### src/rtl/input_debouncer.sv
`default_nettype none
// ============================================================================
//  Module   : input_debouncer
//  Purpose  : 2-flop synchronizer plus counter-qualified debounce FSM that
//             turns a raw bouncy input into a clean registered level.
//             Optional abort counter: define DEBOUNCE_GLITCH_CNT_EN.
//  Revision : 1.0 - initial release
// ============================================================================
module input_debouncer #(
  parameter int STABLE_CYCLES = 4,
  parameter int CNT_W         = $clog2(STABLE_CYCLES + 1),
  parameter int GLITCH_W      = 8
) (
  input  logic                clk,
  input  logic                resetn,
  input  logic                din,
  output logic                dout,
  output logic                busy
`ifdef DEBOUNCE_GLITCH_CNT_EN
  ,
  output logic [GLITCH_W-1:0] glitch_cnt
`endif
);

  // Elaboration-time parameter sanity checks
  if ((STABLE_CYCLES < 2) || (STABLE_CYCLES > 65535)) begin : g_bad_stable_cycles
    $error("input_debouncer: STABLE_CYCLES must be in 2..65535");
  end
  if (CNT_W != $clog2(STABLE_CYCLES + 1)) begin : g_bad_cnt_w
    $error("input_debouncer: CNT_W is derived and must not be overridden");
  end
  if (GLITCH_W < 1) begin : g_bad_glitch_w
    $error("input_debouncer: GLITCH_W must be at least 1");
  end

  typedef enum logic [1:0] {
    ST_LOW   = 2'd0,
    ST_CHK_H = 2'd1,
    ST_HIGH  = 2'd2,
    ST_CHK_L = 2'd3
  } state_t;

  localparam logic [CNT_W-1:0] C_CNT_ZERO = '0;
  localparam logic [CNT_W-1:0] C_CNT_ONE  = CNT_W'(1);
  localparam logic [CNT_W-1:0] C_CNT_LAST = CNT_W'(STABLE_CYCLES - 1);

  logic             r_sync1;
  logic             r_sync2;
  logic             w_din_s;

  state_t           r_state;
  state_t           w_state_nxt;
  logic [CNT_W-1:0] r_cnt;
  logic [CNT_W-1:0] w_cnt_nxt;
  logic             r_dout;
  logic             r_busy;
  logic             w_dout_nxt;
  logic             w_busy_nxt;

  // Plain two-flop synchronizer; nothing may sit between the stages
  always_ff @(posedge clk or negedge resetn) begin
    if (!resetn) begin
      r_sync1 <= 1'b0;
      r_sync2 <= 1'b0;
    end else begin
      r_sync1 <= din;
      r_sync2 <= r_sync1;
    end
  end

  assign w_din_s = r_sync2;

  always_ff @(posedge clk or negedge resetn) begin
    if (!resetn) begin
      r_state <= ST_LOW;
      r_cnt   <= C_CNT_ZERO;
      r_dout  <= 1'b0;
      r_busy  <= 1'b0;
    end else begin
      r_state <= w_state_nxt;
      r_cnt   <= w_cnt_nxt;
      r_dout  <= w_dout_nxt;
      r_busy  <= w_busy_nxt;
    end
  end

  // cnt holds the number of qualifying samples already seen for a candidate
  always_comb begin
    w_state_nxt = r_state;
    w_cnt_nxt   = r_cnt;
    unique case (r_state)
      ST_LOW: begin
        if (w_din_s) begin
          w_state_nxt = ST_CHK_H;
          w_cnt_nxt   = C_CNT_ONE;
        end else begin
          w_cnt_nxt   = C_CNT_ZERO;
        end
      end
      ST_CHK_H: begin
        if (!w_din_s) begin
          w_state_nxt = ST_LOW;
          w_cnt_nxt   = C_CNT_ZERO;
        end else if (r_cnt == C_CNT_LAST) begin
          w_state_nxt = ST_HIGH;
          w_cnt_nxt   = C_CNT_ZERO;
        end else begin
          w_cnt_nxt   = r_cnt + C_CNT_ONE;
        end
      end
      ST_HIGH: begin
        if (!w_din_s) begin
          w_state_nxt = ST_CHK_L;
          w_cnt_nxt   = C_CNT_ONE;
        end else begin
          w_cnt_nxt   = C_CNT_ZERO;
        end
      end
      ST_CHK_L: begin
        if (w_din_s) begin
          w_state_nxt = ST_HIGH;
          w_cnt_nxt   = C_CNT_ZERO;
        end else if (r_cnt == C_CNT_LAST) begin
          w_state_nxt = ST_LOW;
          w_cnt_nxt   = C_CNT_ZERO;
        end else begin
          w_cnt_nxt   = r_cnt + C_CNT_ONE;
        end
      end
      default: begin
        w_state_nxt = ST_LOW;
        w_cnt_nxt   = C_CNT_ZERO;
      end
    endcase
  end

  // Outputs are decoded from the next state so they register with it
  assign w_dout_nxt = (w_state_nxt == ST_HIGH)  || (w_state_nxt == ST_CHK_L);
  assign w_busy_nxt = (w_state_nxt == ST_CHK_H) || (w_state_nxt == ST_CHK_L);

  assign dout = r_dout;
  assign busy = r_busy;

`ifdef DEBOUNCE_GLITCH_CNT_EN
  localparam logic [GLITCH_W-1:0] C_GLITCH_ONE = GLITCH_W'(1);

  logic                w_glitch;
  logic [GLITCH_W-1:0] r_glitch_cnt;

  assign w_glitch = ((r_state == ST_CHK_H) && !w_din_s) ||
                    ((r_state == ST_CHK_L) &&  w_din_s);

  // Saturating abort counter
  always_ff @(posedge clk or negedge resetn) begin
    if (!resetn) begin
      r_glitch_cnt <= '0;
    end else if (w_glitch && (r_glitch_cnt != {GLITCH_W{1'b1}})) begin
      r_glitch_cnt <= r_glitch_cnt + C_GLITCH_ONE;
    end
  end

  assign glitch_cnt = r_glitch_cnt;
`endif

endmodule
`default_nettype wire

### config.mk
export PLATFORM = sky130hd
export DESIGN_NAME = input_debouncer
export DESIGN_NICKNAME = d
export VERILOG_FILES = /design/src/rtl/input_debouncer.sv
export SDC_FILE = /design/constraint.sdc
export NUM_CORES = 1
export LEC_CHECK = 0
export ABC_AREA = 1
export CAP_MARGIN = 25
export CELL_PAD_IN_SITES_DETAIL_PLACEMENT = 1
export CELL_PAD_IN_SITES_GLOBAL_PLACEMENT = 1
export CORE_AREA = 4 4 41 43
export DETAILED_ROUTE_END_ITERATION = 7
export DIE_AREA = 0 0 45 47
export PLACE_DENSITY = 0.55
export SYNTH_ARGS = -nofsm -noshare
export SYNTH_HDL_FRONTEND = slang
export SYNTH_SLANG_ARGS = --single-unit
### constraint.sdc
create_clock -name clk -period 2.42 [get_ports clk]
set_clock_uncertainty 0.05 [all_clocks]
set_input_delay 0.363 -clock clk [delete_from_list [all_inputs] [get_ports clk]]
set_output_delay 0.363 -clock clk [all_outputs]
set_load 0.02 [all_outputs]
Word-level counts from Yosys, hierarchy flattened
Cells that the tools add are included.
{ "op_classes": {"n_eq_ne": 7, "muxes": 13, "n_reduce_logical": 3, "n_addsub": 1} }
{ "ops": {"columns": ["op", "count"], "rows": [
  ["$mux W2", 6],
  ["$pmux W3 S4", 1],
  ["$mux W3", 3],
  ["$eq A2 B2 Y1 const B", 4],
  ["$pmux W2 S4", 1],
  ["$eq A2 B1 Y1 const B", 2],
  ["$add A3 B1 Y3 const B", 1],
  ["$eq A3 B2 Y1 const B", 1],
  ["$logic_not A2 Y1", 1],
  ["$logic_or A1 B1 Y1", 2],
  ["$mux W1", 2]
]} }
{ "totals": {"inputBits": 3, "elab_cells": 30, "out_inout_bits": 2, "reg_bits": 9} }

Depth between registers and ports, before layout
{ "logic_depth": {"word_depth": 6, "mapped_depth": 5, "depth_no_buf": 5} }

Worst setup path before layout
OpenSTA, ideal clock, no wires.
{ "synth_timing": {"kind": "register -> register", "startpoint": "reg r_cnt[0]", "endpoint": "reg r_cnt[2]", "period_less_slack_ns": 0.966, "setup_ns": 0.071, "required_time_ns": 2.299, "path_slack_ns": 1.454, "path_buffers": 0, "stages_incl_launch_ff": 4, "arrival_ns": 0.845, "path_cell_list": "dfrtp_1 > ha_1 > or2_0 > nor2_1"} }
{ "synth_via": {"elab_chain_len": 4, "word_cells_on_any_way": 6, "cone_classes": "add/sub: 1; eq/ne: 1; mux: 4"} }
{ "synth_lines": {"columns": ["item", "line", "rtl"], "rows": [
  ["start, declared", "53", "logic [CNT_W-1:0] r_cnt;"],
  ["start signal, assigned", "81", "r_cnt <= w_cnt_nxt;"],
  ["$add A3 B1 Y3 / $eq A3 B2 Y1 (equally long branches)", null, null],
  ["$mux W3 (*)", "104, 123", null],
  ["$mux W3, on equally long branches", "120, 101", null],
  ["$pmux W3 S4 (*)", "91", "unique case (r_state)"],
  ["net w_cnt_nxt[2]", "54", "logic [CNT_W-1:0] w_cnt_nxt;"]
]} }
Mark *: on every way through the listed nets, which the timed path passes. The rest lies on a longest branch.

Worst setup path after layout
{ "layout_timing": {"startpoint": "reg r_dout, in the netlist dout", "endpoint": "out dout"} }
{ "layout_rtl": {"columns": ["item", "line", "rtl"], "rows": [
  ["start, declared", "55", "logic r_dout;"],
  ["start signal, assigned", "82", "r_dout <= w_dout_nxt;"],
  ["end, declared", "17", "output logic dout,"]
]} }
No word-level cell between the ends.

==> qor.yml <==
status: "completed"
final_area_um2: 379.1
via_count: 203
crit_type: "reg2out"
slowest_stage: "clkdlybuf4s50_1"
worst_pin_slew_ns: 0.3437
clock.fmax_ghz: 0.6027
grt_setup_unrepaired: "no"
grt_overflow: 0
yosysWarnings: 0
cp_cell_sequence: "clkdlybuf4s50_1"
worstPathArrival_ns: 1.25
synth_area_leaders: "dfrtp_1 67%, inv_1 8.8%, nand2_1 6.3%, ha_1 4.2%, nand2_2 4.2%"
cp_data_required_time_ns: 2.01
holdCritPathClass: "reg2reg"
core_um2: 1301
std_cell_rows: 13
powerDensity_nw_per_um2: 1059
final_common_cell: "dfrtp_1"
cts_buffer_depth: 2
viasPerCell: 3.980
start_util: 0.2288
drc_errors: 0
cts_hold_buf: 0
dp_cells: 48
io_pins: 5
antenna_found_initial: 0
slowest_delay_ns: 0.62
cts_buffers: 3
io_buffer_count: 4
track_usage: 0.07974
ir_drop_uv: 288.1
dr.pass1.iters: 1
clk_pin_slew_worst_paths_ns: 0.05
yosysTopAreaCellShare: 0.6723
startpoint_type: "register"
finalMaxSlewViolations: 0
synth.yosys.seq_area_share: 0.6723
wire_per_inst_um: 10.47
yosysUniqueCellTypes: 9
synthToLayoutAreaGrowth_pct: 27.31
nets: 42
final_cells: 51
maxCapViolCount: 0
nFillCells: 157
p_leak_nw: 0.1968
synth_area_per_cell_um2: 10.27
cts-root-buf: "clkbuf_4"
grt_pass1_wl_um: 1028
end_kind: "output pin"
final_layout_size_suffix_gt1_frac: 0.1389
cts_tree: "done"
final_cell_mix: "8 x dfrtp_1, 7 x inv_1, 5 x nand2_1"
post-route-min-period_ns: 1.659
cp_max_fo: 4
grt_max_degree: 9
path_buf_inv: 1
synthesis.area_um2: 297.8
place_area_um2: 356.6
path_delay_family: "buffers and inverters"
ant_nets: 0
finalSetupTns_ns: 0
finalCritPeriodShare: 0.6856
post-place-ws_ns: 1.020
worstSkewPairLatency_ns: 0.25
drt-total-wl_um: 534
post-cts-setup-buffers: 0
die-width_um: 45
cts_htree_levels: 1
gp_congestion: 0.6183
diodes: 0
die-area_um2: 2115
syn_nets: 33
fp.dieH_um: 47
fin_ws_ns: 0.7609
clock-sinks: 8
grt_pass1_vias: 255
synth.largest_area_cell: "dfrtp_1"
hold_viol_final: 0
first_iter_violations: 0
ys_seq_elements: 8
postCtsResizedCells: 0
setup_viol: 0
post-dp-hpwl_um: 435.6
fin_util: 0.2913
synthCells: 29
slew-limit-headroom: 0.7702
-- flip-flops by register name (all words and copies together) (netlist names) --
signal	flops
r_state	1
r_cnt	3
dout	1
busy	1
r_sync1	1
r_sync2	1
-- worst paths after layout --
check                              start        to  slack (ns)  cells past startpoint
worst min register to register   r_sync1   r_sync2        0.30                      0
max in group asynchronous         resetn  r_cnt[2]        1.73                      1
worst min-delay path             r_sync1   r_sync2        0.30                      0
worst max-delay path                dout      dout        0.76                      1
min in group asynchronous         resetn   r_sync1        0.34                      1
worst max register to register  r_cnt[0]      dout        1.38                      4
-- report_power, final --
| group | switching (mW) | leakage (nW) | internal [mW] | total (mW) |
|---|---|---|---|---|
| Sequential | 0.0194 | 0.100 | 0.168 | 0.187 |
| Combinational | 0.0675 | 0.0830 | 0.0496 | 0.117 |
| Clock | 0.0408 | 0.0138 | 0.0564 | 0.0972 |
| Total | 0.128 | 0.197 | 0.274 | 0.401 |
-- routing by layer --
layer	routed length, um	global-route usage
met4	26	0.1345
met3	21	0.03831
met5	0	0
met2	282	0.1073
met1	204	0.06776
-- Yosys cell counts --
library cell,number
nand3_1,1
nor2_1,3
dfrtp_1,8
ha_1,1
nand2_2,2
nand2_1,5
or2_0,1
inv_1,7
o21ai_1,1
-- cell families after synthesis --
kind of cell | Yosys count | synth area share
simple gates | 12 | 0.1807
compound gates | 1 | 0.01679
fa+ha+maj | 1 | 0.04201
flops | 8 | 0.6723
buf+inv | 7 | 0.08825
-- final cells by class --
| class | instances | area, um2 | share of cell area |
|---|---|---|---|
| sequential | 8 | 200.2 | 0.5281 |
| multi-input combinational | 14 | 71.32 | 0.1881 |
| timing repair buffer | 4 | 40.04 | 0.1056 |
| inverter | 7 | 26.28 | 0.06931 |
| clock buffer | 3 | 22.52 | 0.05941 |
| tap | 15 | 18.77 | 0.04950 |
-- through the flow --
stage	hold slack, ns	total power, mW
floorplan	0.01741	0.2559
global placement	0.2848	0.2991
detailed placement	0.2934	0.3112
CTS	0.3055	0.4136
global route	0.3153	0.4460
finish	0.3018	0.4015
No activity file was read; power rests on OpenSTA's default activity.
